--- src/rtl/team_06_audio_path.sv ---
// rtl/team_06_audio_path.sv - talk/listen audio datapath: voice effects, tremolo LFO, speaker volume
// Optional delay line for ECHO/REVERB is built when TEAM_06_DELAY_LINE_EN is defined.
module team_06_audio_path #(
    parameter int DEPTH    = 16,
    parameter int TREM_DIV = 8
) (
    input  logic       clk,
    input  logic       rst,
    input  logic       sample_valid,
    input  logic [7:0] mic_aud,
    input  logic [7:0] spk_aud,
    input  logic       state,
    input  logic       eff_en,
    input  logic       vol_en,
    input  logic [2:0] current_effect,
    input  logic       mute_tog,
    input  logic [2:0] vol,
    output logic [7:0] tx_aud,
    output logic       tx_valid,
    output logic [7:0] spk_out,
    output logic       spk_valid
);
    localparam int DW = (TREM_DIV > 1) ? $clog2(TREM_DIV) : 1;
    localparam logic [2:0] EFF_ECHO   = 3'b001;
    localparam logic [2:0] EFF_TREM   = 3'b010;
    localparam logic [2:0] EFF_REVERB = 3'b011;
    localparam logic [2:0] EFF_SOFT   = 3'b100;

    typedef enum logic [1:0] {P_IDLE, P_COMP, P_OUT} pipe_t;
    pipe_t pipe_q, pipe_d;

    logic signed [8:0] x_mic_q, x_mic_d, x_spk_q, x_spk_d;
    logic       talk_q, talk_d, eff_en_q, eff_en_d, vol_en_q, vol_en_d, mute_q, mute_d;
    logic [2:0] effect_q, effect_d, prev_effect_q, prev_effect_d, vol_q, vol_d;
    logic [7:0] tx_aud_q, tx_aud_d, spk_out_q, spk_out_d;
    logic       tx_valid_q, tx_valid_d, spk_valid_q, spk_valid_d;
    logic [3:0] gain_q, gain_d;
    logic       gain_up_q, gain_up_d;
    logic [DW-1:0] div_q, div_d;

    logic              changed, dir_cur;
    logic [3:0]        g_cur;
    logic [DW-1:0]     div_cur;
    logic signed [15:0] xm, xs, y, prod, vm, sp;
    logic [7:0]        c;

`ifdef TEAM_06_DELAY_LINE_EN
    localparam int PW = $clog2(DEPTH);
    logic [7:0]        line_q [DEPTH];
    logic [7:0]        line_d [DEPTH];
    logic [PW-1:0]     wr_ptr_q, wr_ptr_d, ptr_cur;
    logic [7:0]        wr_val;
    logic signed [15:0] d16;
`endif

    // Saturate a centred value to the signed 8-bit range.
    function automatic logic [7:0] clamp8(input logic signed [15:0] v);
        if (v > 16'sd127)       return 8'h7f;
        else if (v < -16'sd128) return 8'h80;
        else                    return v[7:0];
    endfunction

    always_comb begin
        pipe_d        = pipe_q;
        x_mic_d       = x_mic_q;
        x_spk_d       = x_spk_q;
        talk_d        = talk_q;
        eff_en_d      = eff_en_q;
        vol_en_d      = vol_en_q;
        mute_d        = mute_q;
        effect_d      = effect_q;
        vol_d         = vol_q;
        prev_effect_d = prev_effect_q;
        tx_aud_d      = tx_aud_q;
        spk_out_d     = spk_out_q;
        tx_valid_d    = 1'b0;
        spk_valid_d   = 1'b0;
        gain_d        = gain_q;
        gain_up_d     = gain_up_q;
        div_d         = div_q;
        changed       = (effect_q != prev_effect_q);
        g_cur         = changed ? 4'd15 : gain_q;
        dir_cur       = changed ? 1'b0 : gain_up_q;
        div_cur       = changed ? '0 : div_q;
        xm            = {{7{x_mic_q[8]}}, x_mic_q};
        xs            = {{7{x_spk_q[8]}}, x_spk_q};
        prod          = xm * $signed({12'd0, g_cur});
        vm            = $signed({13'd0, vol_q}) + 16'sd1;
        sp            = (xs * vm) >>> 3;
        y             = xm;
        c             = 8'h00;
`ifdef TEAM_06_DELAY_LINE_EN
        line_d   = line_q;
        wr_ptr_d = wr_ptr_q;
        ptr_cur  = changed ? '0 : wr_ptr_q;
        d16      = changed ? 16'sd0 : {{8{line_q[ptr_cur][7]}}, line_q[ptr_cur]};
        wr_val   = x_mic_q[7:0];
`endif
        case (pipe_q)
            P_IDLE: if (sample_valid) begin
                x_mic_d  = $signed({1'b0, mic_aud}) - 9'sd128;
                x_spk_d  = $signed({1'b0, spk_aud}) - 9'sd128;
                talk_d   = state;
                eff_en_d = eff_en;
                vol_en_d = vol_en;
                mute_d   = mute_tog;
                effect_d = current_effect;
                vol_d    = vol;
                pipe_d   = P_COMP;
            end
            P_COMP: begin
                pipe_d        = P_OUT;
                prev_effect_d = effect_q;
                gain_d        = g_cur;
                gain_up_d     = dir_cur;
                div_d         = div_cur;
`ifdef TEAM_06_DELAY_LINE_EN
                if (changed) begin
                    for (int i = 0; i < DEPTH; i++) line_d[i] = 8'h00;
                    wr_ptr_d = '0;
                end
`endif
                if (talk_q) begin
                    if (eff_en_q) begin
                        case (effect_q)
`ifdef TEAM_06_DELAY_LINE_EN
                            EFF_ECHO:   y = (xm + d16) >>> 1;
                            EFF_REVERB: begin
                                y      = xm + (d16 >>> 1);
                                wr_val = clamp8(y);
                            end
`endif
                            EFF_TREM: begin
                                y = prod >>> 4;
                                // Triangle LFO: a step landing on an end point only flips direction.
                                if (div_cur == DW'(TREM_DIV - 1)) begin
                                    div_d = '0;
                                    if (dir_cur) begin
                                        if (g_cur == 4'd15) gain_up_d = 1'b0;
                                        else                gain_d    = g_cur + 4'd1;
                                    end else begin
                                        if (g_cur == 4'd0)  gain_up_d = 1'b1;
                                        else                gain_d    = g_cur - 4'd1;
                                    end
                                end else begin
                                    div_d = div_cur + DW'(1);
                                end
                            end
                            EFF_SOFT: y = xm >>> 1;
                            default:  y = xm;
                        endcase
                    end
                    c           = clamp8(y);
                    tx_aud_d    = {~c[7], c[6:0]};
                    tx_valid_d  = 1'b1;
                    spk_out_d   = 8'd128;
                    spk_valid_d = 1'b1;
`ifdef TEAM_06_DELAY_LINE_EN
                    line_d[ptr_cur] = wr_val;
                    wr_ptr_d        = ptr_cur + PW'(1);
`endif
                end else begin
                    c           = clamp8(sp);
                    tx_aud_d    = 8'd128;
                    spk_out_d   = (vol_en_q && !mute_q) ? {~c[7], c[6:0]} : 8'd128;
                    spk_valid_d = 1'b1;
                end
            end
            default: pipe_d = P_IDLE;
        endcase
    end

    always_ff @(posedge clk or posedge rst) begin
        if (rst) begin
            pipe_q        <= P_IDLE;
            x_mic_q       <= '0;
            x_spk_q       <= '0;
            talk_q        <= 1'b0;
            eff_en_q      <= 1'b0;
            vol_en_q      <= 1'b0;
            mute_q        <= 1'b0;
            effect_q      <= 3'b000;
            vol_q         <= 3'b000;
            prev_effect_q <= 3'b000;
            tx_aud_q      <= 8'd128;
            spk_out_q     <= 8'd128;
            tx_valid_q    <= 1'b0;
            spk_valid_q   <= 1'b0;
            gain_q        <= 4'd15;
            gain_up_q     <= 1'b0;
            div_q         <= '0;
`ifdef TEAM_06_DELAY_LINE_EN
            for (int i = 0; i < DEPTH; i++) line_q[i] <= 8'h00;
            wr_ptr_q <= '0;
`endif
        end else begin
            pipe_q        <= pipe_d;
            x_mic_q       <= x_mic_d;
            x_spk_q       <= x_spk_d;
            talk_q        <= talk_d;
            eff_en_q      <= eff_en_d;
            vol_en_q      <= vol_en_d;
            mute_q        <= mute_d;
            effect_q      <= effect_d;
            vol_q         <= vol_d;
            prev_effect_q <= prev_effect_d;
            tx_aud_q      <= tx_aud_d;
            spk_out_q     <= spk_out_d;
            tx_valid_q    <= tx_valid_d;
            spk_valid_q   <= spk_valid_d;
            gain_q        <= gain_d;
            gain_up_q     <= gain_up_d;
            div_q         <= div_d;
`ifdef TEAM_06_DELAY_LINE_EN
            line_q   <= line_d;
            wr_ptr_q <= wr_ptr_d;
`endif
        end
    end

    assign tx_aud    = tx_aud_q;
    assign tx_valid  = tx_valid_q;
    assign spk_out   = spk_out_q;
    assign spk_valid = spk_valid_q;
endmodule

--- config.mk ---
export PLATFORM = sky130hd
export DESIGN_NAME = team_06_audio_path
export DESIGN_NICKNAME = d
export VERILOG_FILES = /design/src/rtl/team_06_audio_path.sv
export SDC_FILE = /design/constraint.sdc
export NUM_CORES = 1
export LEC_CHECK = 0
export BUFFER_PORTS_ARGS = -buffer_cell sky130_fd_sc_hd__clkbuf_2
export CORE_MARGIN = 5
export CORE_UTILIZATION = 50
export DETAILED_ROUTE_END_ITERATION = 10
export GPL_ROUTABILITY_DRIVEN = 1
export PLACE_DENSITY = 0.69
export SLEW_MARGIN = 20
export SYNTH_ARGS = -nofsm -noshare
export SYNTH_HDL_FRONTEND = slang
export SYNTH_SLANG_ARGS = --single-unit
--- constraint.sdc ---
create_clock -name clk -period 10.9 [get_ports clk]
set_input_delay 1.09 -clock clk [delete_from_list [all_inputs] [get_ports clk]]
set_output_delay 1.09 -clock clk [all_outputs]
set_load 0.005 [all_outputs]
After elaboration in Yosys (flattened, before gate mapping):

Index checks and enable logic that the tools add are counted.

* input bits: 29
* output and inout bits: 18
* logic and storage cells: 84
* bits in registers: 59

* magnitude comparators: 4
* add/subtract/negate cells: 6
* multipliers: 2
* reduce and logical (&&, ||, !) cells: 5
* bitwise gates (word level): 2
* equality and inequality tests: 7
* muxes and demuxes: 41

Operator list (count)
* 8-bit two-way mux: 11
* 16-bit two-way mux: 3
* 4-bit two-way mux: 8
* 16-bit case mux with 2 select lines: 1
* 9-bit by 5-bit multiplier with 14-bit output: 2
* 8-bit by 8-bit subtractor with 9-bit output (second input constant): 2
* 16-bit by 8-bit > comparator with 1-bit output (second input constant): 1
* 16-bit by 8-bit less-than comparator with 1-bit output (second input constant): 1
* 3-bit two-way mux: 5
* 11-bit by 8-bit > comparator with 1-bit output (second input constant): 1
* 11-bit by 8-bit less-than comparator with 1-bit output (second input constant): 1
* 1-bit two-way mux: 11
* 3-bit equality test (second input constant): 2
* 3-bit by 1-bit adder with 4-bit output (second input constant): 1
* 4-bit by 1-bit adder with 4-bit output (second input constant): 1
* 4-bit equality test (second input constant): 1
* 4-bit zero test: 1
* 2-bit case mux with 2 select lines: 1
* 4-bit by 1-bit subtractor with 4-bit output (second input constant): 1
* 3-bit by 1-bit adder with 3-bit output (second input constant): 1
* 3-bit by 2-bit equality test with 1-bit output (second input constant): 1
* 3-bit inequality test: 1
* 2-bit by 1-bit equality test with 1-bit output (second input constant): 1
* 2-bit zero test: 1
* 6 further kinds: 7

Logic depth before layout (Yosys ltp):

Gate-level depths: netlist (run 1).

* word-level depth: 14
* gate-level depth with buffers: 18
* depth with buffers taken out: 18

Worst setup path after synthesis (run 1):

OpenSTA, ideal clock, no wires.

* path kind: register to register
* start: register effect_q[0]
* end: register tx_aud_q[1] (netlist: tx_aud[1])
* setup time: 0.148 ns
* slack: 6.407 ns
* path buffers: 0
* data arrival time: 4.345 ns
* cell stages (with the launch flop): 19
* cells stage by stage: dfrtp_1 -> xnor2_2 -> nand3_1 -> nor2_1 -> nor2b_1 -> ha_1 -> fa_1 -> inv_1 -> fa_1 -> inv_1 -> ha_1 -> o21ai_1 -> a22o_1 -> o21ai_0 -> nand2_1 -> xnor2_2 -> a211o_1 -> nand2_4 -> o211ai_1

* word-level cells in the longest chain between the ends: 13
* elaborated cells on any way between the ends: 16
* classes of those cells: mul (1); order compare (2); eq/ne (3); mux (10)

Ends and longest elaborated chain
* start: declaration: line 34 `logic [2:0] effect_q, effect_d, prev_effect_q, prev_effect_d, vol_q, vol_d;`
* start signal: assignment: line 204 `effect_q <= effect_d;`
* 3-bit inequality test: line 81 `changed = (effect_q != prev_effect_q);`
* 4-bit two-way mux: line 82 `g_cur = changed ? 4'd15 : gain_q;`
* 9-bit by 5-bit multiplier with 14-bit output: line 87 `prod = xm * $signed({12'd0, g_cur});`
* 16-bit case mux with 2 select lines *: line 125 `case (effect_q)`
* 16-bit two-way mux *: line 124 `if (eff_en_q) begin`
* 16-bit two-way mux *: line 123 `if (talk_q) begin`
* 16-bit two-way mux *: line 99 `case (pipe_q)`
* 16-bit by 8-bit less-than comparator with 1-bit output: line 59 `else if (v < -16'sd128) return 8'h80;`
* 8-bit two-way mux: line 59
* 8-bit two-way mux *: line 58 `if (v > 16'sd127) return 8'h7f;`
* 8-bit two-way mux *: line 123
* 8-bit two-way mux *: line 99
* 8-bit two-way mux *: line 123
* end signal: assignment: line 207 `tx_aud_q <= tx_aud_d;`
* end: declaration: line 35 `logic [7:0] tx_aud_q, tx_aud_d, spk_out_q, spk_out_d;`

Mark *: on every way between the ends. The rest lies on a longest branch, timed or not. The select of a mux whose other input is x is not followed.
A chain may end at the register's enable or synchronous reset.

Worst setup path after layout (run 1):

* start: register effect_q[2]
* end: register tx_aud_q[4] (netlist: tx_aud[4])

The elaborated chain is that of the path after synthesis.

==> metrics.md, run 1 <==
| Metric | Value |
|---|---|
| Worst slew margin | `36.7%` |
| CP max-delay cell | `dfrtp_1` |
| Vias in the first global route | `4339` |
| Synth Net Count | `roughly 700` |
| Final HPWL DP | `approximately 9000 µm` |
| Xor/xnor cell area share of the yosys netlist | `4.74%` |
| Inserted Clock Buffers | `9` |
| H-tree levels | `3` |
| YS warnings | `0` |
| Clock Sink Count | `57` |
| Total core area | `between 10000 and 15000 µm²` |
| Vias/cell | `5.48` |
| Die X-Extent | `roughly 110 µm` |
| Worst path required time | `11.16 ns` |
| Vias | `between 4000 and 5000` |
| Adder-cell share of the synthesized area | `24.7%` |
| Clock root buffer master | `clkbuf_8` |
| Critical path class | `register to register` |
| I/O pins | `47` |
| Async S/R FF share, synth | `between 90% and 100%` |
| TritonRoute pass-1 iters | `5` |
| # DRC | `0` |
| Run status | `finished, final reports clean` |
| Largest net degree at the start of global routing | `58` |
| Ant. Diodes | `0` |
| Cells along the critical path | `xnor2_2 > nand3_1 > nor2_1 > nor2b_1 > ha_1 > fa_1 > inv_1 > fa_1 > inv_1 > ha_1 > a21o_1 > a21oi_1 > o21ai_0 > a31oi_2 > xnor2_2 > a211o_1 > nand2_4 > o311ai_4` |
| Worst slack, placed | `roughly 5.6 ns` |
| Crit start category | `register` |
| Final WL | `11600 µm` |
| Sum Neg Setup Slack | `0 ns` |
| Final worst slack | `~5.6 ns` |
| Global-route wire length before repair | `between 15000 and 20000 µm` |
| Setup crit end kind | `register` |
| Antenna Violating Nets Remaining | `0` |
| Synth top area share | `23.6%` |
| Main combinational cell family by area after synthesis | `adder cells` |
| #FFs+latches synth | `57` |
| Routed len/inst | `roughly 15 µm` |
| Post-synthesis mux area share | `4.94%` |
| Critical path arrival | `about 5.6 ns` |
| Final setup viols | `0` |
| Initial Util | `around half` |
| Share of layout cells above drive strength 1 | `approximately 17%` |
| RSZ-0062 raised after global routing | `false` |
| Max Clk Rate | `about 190 MHz` |
| CP max stage delay | `0.74 ns` |
| RD Place Congestion | `0.843` |
| Initial antenna violation count | `0` |
| Clock latency on the worst-skew pair | `~0.36 ns` |
| Die span in y | `roughly 110 µm` |
| Netlist Area Pre-Place | `5420 µm²` |
| Slew Limit Fails | `0` |
| Post-synth top flop | `dfrtp_1` |
| Sequential area share after synthesis | `about a quarter` |
| Cts hold-fix bufs | `0` |
| Avg Inst Size Synth | `roughly 9.1 µm²` |
| Cell area after layout | `roughly 6000 µm²` |
| Netlist cell types | `58` |
| Row cnt | `38` |
| Tcrit/Tclk final | `between 40% and 50%` |
| Nets | `roughly 750` |
| Post-Synthesis Cells | `slightly below 600` |
| CTS clock-pin slew for the worst setup and hold paths | `~0.080 ns` |
| Area contributors post-synth | `dfrtp_1, fa_1, ha_1` |
| Top cell type by total area after synthesis | `dfrtp_1` |
| Worst Hold Class | `register to register` |
| Final Skew | `0.0135 ns` |
| Synth Area in Compound Gates | `~15%` |
| Max Cap Violations | `0` |
| Simple-Gate Fraction of Synth Area | `approximately 17%` |
| CP Max Fanout | `22` |
| Layout area overhead | `10.8%` |
| Final min period | `around 5.3 ns` |
| Resized Gates After CTS | `0` |
| CTS tree | `done` |
| Die area | `approximately 13000 µm²` |
| # Post-CTS Setup Buffers | `0` |
| Overflow after GRT | `0` |
| CTS Buffer Depth | `2` |
| GRT Overall Usage | `between 10% and 20%` |
| Number of buffers added on ports | `46` |
| Worst-Margin Slew | `~0.95 ns` |
| Placement Cell Area | `5770 µm²` |
| Final hold vios | `0` |
| DR iter-0 viols | `~170` |
| Post-synth EDFFs | `0` |
==> flip-flops by register name, indices dropped and copies added, names as in the netlist, 3 cells and up <==
signal / count
x_mic_q: 8
vol_q: 3
effect_q: 3
x_spk_q: 8
div_q: 3
spk_out: 8
tx_aud: 8
gain_q: 4
prev_effect_q: 3
==> placed cells by master (no fill, tap or decap), types with 3 or more instances in the layout <==
| cell | count |
|---|---|
| inv_1 | 83 |
| dfrtp_1 | 51 |
| nor2_1 | 33 |
| ha_1 | 51 |
| mux2_2 | 22 |
| clkbuf_8 | 9 |
| fa_1 | 35 |
| nor2b_1 | 20 |
| xnor2_2 | 5 |
| dfstp_2 | 6 |
| o22ai_1 | 4 |
| nand3_1 | 13 |
| a22o_1 | 5 |
| nand2_1 | 50 |
| nand2b_1 | 10 |
| nor3_1 | 3 |
| or3_1 | 5 |
| a21o_1 | 7 |
| clkbuf_2 | 46 |
| xnor2_1 | 14 |
| xor2_1 | 6 |
| and3_1 | 5 |
| o211ai_1 | 8 |
| and2_1 | 26 |
| a21oi_1 | 34 |
| o21ai_0 | 23 |
| o22a_1 | 3 |
| a31oi_1 | 5 |
| a221o_1 | 6 |
| o21ai_1 | 3 |
| nand4_1 | 3 |
==> logic make-up after synthesis <==
kind of cell	after synthesis
AOI/OAI and AO/OA	122
xor gates and xnor gates	25
adders and majority gates	86
buffers and inverters	103
DFF	57
muxes	24
and+or+nand+nor	178
==> cells in the mapped netlist, types with 10 or more instances <==
cell and count:
dfrtp_1 51, nor2b_1 20, mux2_2 22, nor2_1 33
nand3_1 13, fa_1 35, clkbuf_1 18, inv_1 84
o21ai_0 23, xnor2_1 14, nand2b_1 10, and2_1 26
nand2_1 50, ha_1 51, a21oi_1 34
==> layer usage <==
layer  vias to the layer above  track usage [%]  part of all wire [%]
met5                         -                0                     0
met4                         0             5.94                   2.2
met3                        25             3.96                   5.2
met2                       107             33.6                    52
met1                      2069             22.5                    41
li1                       2079                -                     -
==> path summary, 6_finish.rpt <==
kind	from	to	slack [ns]	depth (start not counted)
max reg2reg	effect_q[2]$_DFFE_PP0P_	tx_aud[4]$_DFFE_PP0P_	5.60	18
min in group asynchronous	rst	effect_q[1]$_DFFE_PP0P_	0.90	3
min	div_q[0]$_DFFE_PP0P_	div_q[0]$_DFFE_PP0P_	0.49	1
min reg2reg	div_q[0]$_DFFE_PP0P_	div_q[0]$_DFFE_PP0P_	0.49	1
max in group asynchronous	rst	x_spk_q[7]$_DFFE_PP0P_	9.52	3
max	effect_q[2]$_DFFE_PP0P_	tx_aud[4]$_DFFE_PP0P_	5.60	18
==> metrics by stage <==
| stage | instances | utilization (%) | hold WS, ns |
|---|---|---|---|
| 2_1_floorplan | 595 | - | 0.458 |
| 3_3_place_gp | 765 | 53.7 | 0.471 |
| 3_5_place_dp | 765 | 53.7 | 0.483 |
| 4_1_cts | 781 | 55.8 | 0.499 |
| 5_1_grt | 781 | 55.8 | 0.512 |
| 6_report | 781 | 55.8 | 0.495 |
==> worst max-delay path, delay by kind of cell, from the launching register on <==
family,cells,cell delay (ns)
AO/OA/AOI/OAI,6,1.27
XOR/XNOR,2,0.36
adder cells (fa/ha/maj),4,1.72
buffers and inverters,2,0.09
flip-flops,1,0.74
AND/OR/NAND/NOR,4,1.01
==> final cells by class <==
cell class,count,area [µm²]
Clock buffer,9,124
Clock inverter,7,101
Fill cell,1019,4750
Inverter,85,319
Multi-Input combinational cell,435,3600
Sequential cell,57,1430
Tap cell,140,175
Timing Repair Buffer,48,245
Power of run 1 is left out: the tool's default activity adds up to more than one toggle a clock period on the data nets, which glitch-free logic cannot reach.
==> run 2: changes to the inputs <==
--- a/config.mk
+++ b/config.mk
@@ -10,7 +10,7 @@
 export CORE_UTILIZATION = 50
 export DETAILED_ROUTE_END_ITERATION = 10
 export GPL_ROUTABILITY_DRIVEN = 1
-export PLACE_DENSITY = 0.69
+export PLACE_DENSITY = 0.71
 export SLEW_MARGIN = 20
 export SYNTH_ARGS = -nofsm -noshare
 export SYNTH_HDL_FRONTEND = slang
==> constraint.sdc (replaced) <==
create_clock -name clk -period 4.3 [get_ports clk]
set_input_delay 0.43 -clock clk [delete_from_list [all_inputs] [get_ports clk]]
set_output_delay 0.43 -clock clk [all_outputs]
set_load 0.005 [all_outputs]
==> metrics.md, run 2 (synthesis results as in run 1) <==
| Metric | Value |
|---|---|
| Cells along the critical path | `xnor2_2 > nand3_4 > nor2_4 > buf_6 > nor2b_1 > ha_2 > fa_1 > inv_2 > fa_1 > inv_1 > ha_4 > buf_4 > nor2_2 > nand4_1 > a21o_1 > a31oi_1 > xnor2_1 > a211o_1 > nand2_4 > o211ai_1 (was xnor2_2 > nand3_1 > nor2_1 > nor2b_1 > ha_1 > fa_1 > inv_1 > fa_1 > inv_1 > ha_1 > a21o_1 > a21oi_1 > o21ai_0 > a31oi_2 > xnor2_2 > a211o_1 > nand2_4 > o311ai_4)` |
| Final Skew | `0.0108 ns (was 0.0135 ns)` |
| Worst path required time | `4.50 ns (was 11.16 ns)` |
| Leading cell type in the layout, fill and taps excluded | `inv_1 (unchanged)` |
| Final hold vios | `0 (unchanged)` |
| Tcrit/Tclk final | `101% (was 48.6%)` |
| Fillers | `899 (was 1019)` |
| Hold Crit Depth | `2 (was 1)` |
| Setup crit end kind | `register (unchanged)` |
| Cts hold-fix bufs | `0 (unchanged)` |
| CTS clock-pin slew for the worst setup and hold paths | `0.07 ns (was 0.08 ns)` |
| Critical path arrival | `4.56 ns (was 5.56 ns)` |
| CP max-delay cell | `fa_1 (was dfrtp_1)` |
| Initial antenna violation count | `0 (unchanged)` |
| Run status | `finished with violations (was finished, final reports clean)` |
| Max Cap Violations | `0 (unchanged)` |
| Antenna Violating Nets Remaining | `0 (unchanged)` |
| Reg2reg path depth | `20 (was 18)` |
| Share of layout cells above drive strength 1 | `34.7% (was 17.3%)` |
| Number of buffers added on ports | `46 (unchanged)` |
| Reg-to-Reg End | `tx_aud[0]$_DFFE_PP0P_ (was tx_aud[4]$_DFFE_PP0P_)` |
| GRT Overall Usage | `21.1% (was 18.8%)` |
| Vias in the first global route | `4718 (was 4339)` |
| WHS | `0.240 ns (was 0.495 ns)` |
| Initial Util | `50.4% (unchanged)` |
| Row cnt | `38 (unchanged)` |
| Final WL | `13600 µm (was 11600 µm)` |
| Max Clk Rate | `230 MHz (was 189 MHz)` |
| Worst-Margin Slew | `0.983 ns (was 0.949 ns)` |
| Largest net degree at the start of global routing | `58 (unchanged)` |
| Crit start category | `register (unchanged)` |
| Final min period | `4.36 ns (was 5.30 ns)` |
| Final HPWL DP | `10200 µm (was 9280 µm)` |
| Most frequent CP cell | `fa_1` |
| Vias | `4588 (was 4280)` |
| Worst slew margin | `34.2% (was 36.7%)` |
| H-tree levels | `3 (unchanged)` |
| # DRC | `0 (unchanged)` |
| Clock Sink Count | `57 (unchanged)` |
| Critical path's top delay family | `adder cells (unchanged)` |
| Layout area overhead | `25.8% (was 10.8%)` |
| Final setup viols | `7 (was 0)` |
| Nets | `811 (was 751)` |
| Sink of the worst hold path | `x_spk_q[7]$_DFFE_PP0P_ (was div_q[0]$_DFFE_PP0P_)` |
| Clock latency on the worst-skew pair | `0.35 ns (was 0.36 ns)` |
| Setup slack, reg-to-reg | `-0.06 ns (was 5.60 ns)` |
| DR iter-0 viols | `239 (was 171)` |
| CP Max Fanout | `8 (was 22)` |
| Clock root buffer master | `clkbuf_8 (unchanged)` |
| Overflow after GRT | `0 (unchanged)` |
| Global-route wire length before repair | `22000 µm (was 19700 µm)` |
| RD Place Congestion | `0.851 (was 0.843)` |
| RSZ-0062 raised after global routing | `true (was false)` |
| Inserted Clock Buffers | `9 (unchanged)` |
| Violated checks | `negative setup slack` |
| CTS tree | `done (unchanged)` |
| CTS Buffer Depth | `2 (unchanged)` |
| Final worst slack | `-0.0563 ns (was 5.60 ns)` |
| Worst Hold Class | `input pin to register (was register to register)` |
| CP max stage delay | `0.50 ns (was 0.74 ns)` |
| Sum Neg Setup Slack | `-0.313 ns (was 0 ns)` |
| Hold Crit Start | `spk_aud[7] (was div_q[0]$_DFFE_PP0P_)` |
| Die X-Extent | `114 µm (unchanged)` |
| Reg-to-Reg Start | `effect_q[0]$_DFFE_PP0P_ (was effect_q[2]$_DFFE_PP0P_)` |
| Vias/cell | `5.46 (was 5.48)` |
| Die area | `13000 µm² (unchanged)` |
| Ant. Diodes | `0 (unchanged)` |
| Commonest non-fill, non-tap cells in the layout | `inv_1, buf_4, dfrtp_1, nand2_1, clkbuf_2 (was inv_1, ha_1, dfrtp_1, nand2_1, clkbuf_2)` |
| TritonRoute pass-1 iters | `4 (was 5)` |
| I/O pins | `47 (unchanged)` |
| Critical path class | `register to register (unchanged)` |
| Total core area | `10700 µm² (unchanged)` |
| CP Buf/Inv Count | `4 (was 2)` |
| Routed len/inst | `16.2 µm (was 14.8 µm)` |
| Slew Limit Fails | `0 (unchanged)` |
| Die span in y | `114 µm (unchanged)` |
[run 2: cell types whose count changed in the layout (fill, tap and decap cells not counted), sizes merged]
cell      delta
clkinvlp     +1
clkinv       +2
inv          -1
buf         +60
bufinv       -2
[run 2: area by class of cell]
type                    count  area, µm²  share of cell area [%]
flip-flops and latches     57       1430                    21.0
repair buffers            108        707                    10.4
clock inverters             7       46.3                   0.680
inverters                  85        319                    4.68
clock buffers               9        124                    1.82
multi-input cells         435       4010                    58.8
well taps                 140        175                    2.57
[run 2: stage by stage]
| step | cell area [µm²] | utilization, % | std cells | setup WS, ns |
|---|---|---|---|---|
| after global placement | 6120 | 56.9 | 807 | -0.102 |
| after detailed placement | 6120 | 56.9 | 807 | -0.229 |
| final | 6810 | 63.4 | 841 | -0.0563 |
| after CTS | 6540 | 60.9 | 834 | -0.0285 |
| after global routing | 6810 | 63.4 | 841 | -0.283 |
| after floorplan | 5440 | - | 595 | 0.00624 |
[run 2: repair_timing]
action | in CTS | in global routing
resized for setup | 40 | 50
endpoints found under the setup margin | 14 | 15
buffers inserted | 11 | 7
pin swaps | 44 | 69
[run 2: worst max-delay path by stage]
stage                                            start                     to  slack, ns  depth (start not counted)
final                          effect_q[0]$_DFFE_PP0P_  tx_aud[0]$_DFFE_PP0P_      -0.06                         20
after global routing      prev_effect_q[2]$_DFFE_PP0P_  tx_aud[6]$_DFFE_PP0P_      -0.28                         20
after detailed placement  prev_effect_q[0]$_DFFE_PP0P_  tx_aud[4]$_DFFE_PP0P_      -0.23                         18
after CTS                 prev_effect_q[1]$_DFFE_PP0P_  tx_aud[0]$_DFFE_PP0P_      -0.03                         19
after floorplan                effect_q[1]$_DFFE_PP0P_  tx_aud[4]$_DFFE_PP0P_      0.006                         18
after global placement    prev_effect_q[0]$_DFFE_PP0P_  tx_aud[4]$_DFFE_PP0P_      -0.10                         18
[run 2: routing by layer]
layer	vias up	GRT usage [%]	part of all wire, %
met1	2254	26.1	41
met2	107	37.2	53
met3	21	3.49	4.0
met5	-	0	0
met4	0	7.44	2.0
li1	2206	-	-
[run 2: worst register-to-register path: stages (launching register included)]
cell and delay [ns]:
dfrtp_1 0.42, xnor2_2 0.25, nand3_4 0.15, nor2_4 0.28, buf_6 0.14, nor2b_1 0.04
ha_2 0.26, fa_1 0.50, inv_2 0.04, fa_1 0.50, inv_1 0.06, ha_4 0.15
buf_4 0.14, nor2_2 0.09, nand4_1 0.11, a21o_1 0.20, a31oi_1 0.20, xnor2_1 0.13
a211o_1 0.34, nand2_4 0.12, o211ai_1 0.10
Power of run 2 is left out for the same reason.
==> run 3: changes to the inputs <==
--- a/config.mk
+++ b/config.mk
@@ -10,6 +10,7 @@
 export CORE_UTILIZATION = 50
 export DETAILED_ROUTE_END_ITERATION = 10
 export GPL_ROUTABILITY_DRIVEN = 1
+export GPL_TIMING_DRIVEN = 0
 export PLACE_DENSITY = 0.71
 export SLEW_MARGIN = 20
 export SYNTH_ARGS = -nofsm -noshare
==> metrics.md, run 3 (synthesis results as in run 1) <==
| Metric | Value |
|---|---|
| Run status | `finished with violations (unchanged)` |
| Violated checks | `negative setup slack (unchanged)` |
| Nets | `798 (was 811)` |
| Total core area | `10700 µm² (unchanged)` |
| Slew Limit Fails | `0 (unchanged)` |
| CTS tree | `done (unchanged)` |
| Final HPWL DP | `9900 µm (was 10200 µm)` |
| Final worst slack | `-0.0524 ns (was -0.0563 ns)` |
| DR iter-0 viols | `213 (was 239)` |
| Antenna Violating Nets Remaining | `0 (unchanged)` |
| Critical path arrival | `4.56 ns (about the same)` |
| Global-route wire length before repair | `22000 µm (about the same)` |
| Die area | `13000 µm² (unchanged)` |
| CP max-delay cell | `fa_1 (unchanged)` |
| Clock Sink Count | `57 (unchanged)` |
| Setup crit end kind | `register (unchanged)` |
| Overflow after GRT | `0 (unchanged)` |
| Core Util, Final | `63.2% (was 63.4%)` |
| Row cnt | `38 (unchanged)` |
| Cells after DPL | `781 (was 807)` |
| Post-route insts no fill | `828 (was 841)` |
| Max Clk Rate | `230 MHz (about the same)` |
| Routed len/inst | `16.3 µm (was 16.2 µm)` |
| Vias | `4527 (was 4588)` |
| Initial antenna violation count | `0 (unchanged)` |
| RSZ-0062 raised after global routing | `true (unchanged)` |
| Sum Neg Setup Slack | `-0.213 ns (was -0.313 ns)` |
| CTS clock-pin slew for the worst setup and hold paths | `0.07 ns (about the same)` |
| Commonest non-fill, non-tap cells in the layout | `inv_1, nand2_1, dfrtp_1, clkbuf_2, fa_1 (was inv_1, buf_4, dfrtp_1, nand2_1, clkbuf_2)` |
| GRT Overall Usage | `21.0% (was 21.1%)` |
| Worst slack, placed | `-0.496 ns (was -0.229 ns)` |
| Number of buffers added on ports | `46 (unchanged)` |
| Vias in the first global route | `4739 (was 4718)` |
| Max Cap Violations | `0 (unchanged)` |
| Layout area overhead | `25.3% (was 25.8%)` |
| Worst path required time | `4.50 ns (about the same)` |
| Clock root buffer master | `clkbuf_8 (unchanged)` |
| I/O pins | `47 (unchanged)` |
| CP max stage delay | `0.56 ns (was 0.50 ns)` |
| Final hold vios | `0 (unchanged)` |
| Final min period | `4.35 ns (was 4.36 ns)` |
| Crit start category | `register (unchanged)` |
| Cells along the critical path | `xnor2_4 > nand3_4 > nor2_4 > nor2b_1 > ha_1 > fa_1 > inv_2 > fa_1 > inv_2 > ha_4 > o21ai_2 > a22o_1 > o21ai_2 > nand2_1 > xnor2_2 > a211o_1 > nand2_4 > o211ai_1 (was xnor2_2 > nand3_4 > nor2_4 > buf_6 > nor2b_1 > ha_2 > fa_1 > inv_2 > fa_1 > inv_1 > ha_4 > buf_4 > nor2_2 > nand4_1 > a21o_1 > a31oi_1 > xnor2_1 > a211o_1 > nand2_4 > o211ai_1)` |
| H-tree levels | `3 (unchanged)` |
| Largest net degree at the start of global routing | `58 (unchanged)` |
| Share of layout cells above drive strength 1 | `32.0% (was 34.7%)` |
| TritonRoute pass-1 iters | `4 (unchanged)` |
| Clock latency on the worst-skew pair | `0.35 ns (about the same)` |
| Final setup viols | `7 (unchanged)` |
| Vias/cell | `5.47 (was 5.46)` |
| Worst Hold Class | `input pin to asynchronous set/reset pin (was input pin to register)` |
| Worst-Margin Slew | `0.842 ns (was 0.983 ns)` |
| Die span in y | `114 µm (unchanged)` |
| Final Skew | `0.0122 ns (was 0.0108 ns)` |
| RD Place Congestion | `0.933 (was 0.851)` |
| Inserted Clock Buffers | `9 (unchanged)` |
| CTS Buffer Depth | `2 (unchanged)` |
| CP Max Fanout | `7 (was 8)` |
| # DRC | `0 (unchanged)` |
| Die X-Extent | `114 µm (unchanged)` |
| Worst slew margin | `43.8% (was 34.2%)` |
| Leading cell type in the layout, fill and taps excluded | `inv_1 (unchanged)` |
| Cts hold-fix bufs | `0 (unchanged)` |
| Tcrit/Tclk final | `101% (about the same)` |
| Final WL | `13500 µm (was 13600 µm)` |
| Initial Util | `50.4% (unchanged)` |
| Critical path class | `register to register (unchanged)` |
| Ant. Diodes | `0 (unchanged)` |
==> run 3: stage by stage <==
| stage | instance area [µm²] | hold WS [ns] |
|---|---|---|
| 2_1_floorplan | 5440 | 0.458 |
| 3_3_place_gp | 5850 | 0.477 |
| 3_5_place_dp | 5850 | 0.481 |
| 4_1_cts | 6450 | 0.210 |
| 5_1_grt | 6790 | 0.251 |
| 6_report | 6790 | 0.187 |
==> run 3: layer usage <==
layer  global-route usage [%]  vias up  part of all wire (%)  wire length, µm
met5                        0        -                     0                0
met4                     9.66        0                   3.7              505
met3                     3.17       34                   3.0              404
met2                     37.6      100                    52             7040
met1                     24.7     2214                    41             5530
li1                         -     2179                     -                -
==> run 3: cell type report <==
| class | count | area (µm²) |
|---|---|---|
| Tap cell | 140 | 175 |
| Buffer | 13 | 50.0 |
| Clock inverter | 3 | 40.0 |
| Sequential cell | 57 | 1440 |
| Inverter | 85 | 322 |
| Timing Repair Buffer | 82 | 520 |
| Multi-Input combinational cell | 435 | 4090 |
| Clock buffer | 13 | 159 |
| Fill cell | 880 | 3960 |
==> run 3: path summary, 6_finish.rpt <==
kind / to / startpoint / slack, ns / cells after the start
worst max register to register: tx_aud[2]$_DFFE_PP0P_ / effect_q[0]$_DFFE_PP0P_ / -0.05 / 18
worst min register to register: div_q[1]$_DFFE_PP0P_ / div_q[1]$_DFFE_PP0P_ / 0.50 / 1
worst min-delay path: x_spk_q[4]$_DFFE_PP0P_ / rst / 0.19 / 2
min in group clk: x_mic_q[7]$_DFFE_PP0P_ / mic_aud[7] / 0.25 / 2
worst max-delay path: tx_aud[2]$_DFFE_PP0P_ / effect_q[0]$_DFFE_PP0P_ / -0.05 / 18
max in group asynchronous: vol_q[0]$_DFFE_PP0P_ / rst / 3.62 / 2
==> run 3: repair_timing <==
item	4_1_cts	5_1_grt
gates resized for setup	54	45
setup buffers	22	14
pin swaps	51	70
setup endpoints to repair	15	15
==> run 3: critical path, delay by kind of cell (launching register included) <==
kind,cells,cell delay (ns)
fa+ha+maj,4,1.64
compound gates,5,0.88
simple gates,5,0.74
flops,1,0.45
xor+xnor,2,0.40
buf+inv,2,0.10
Power of run 3 is left out for the same reason.
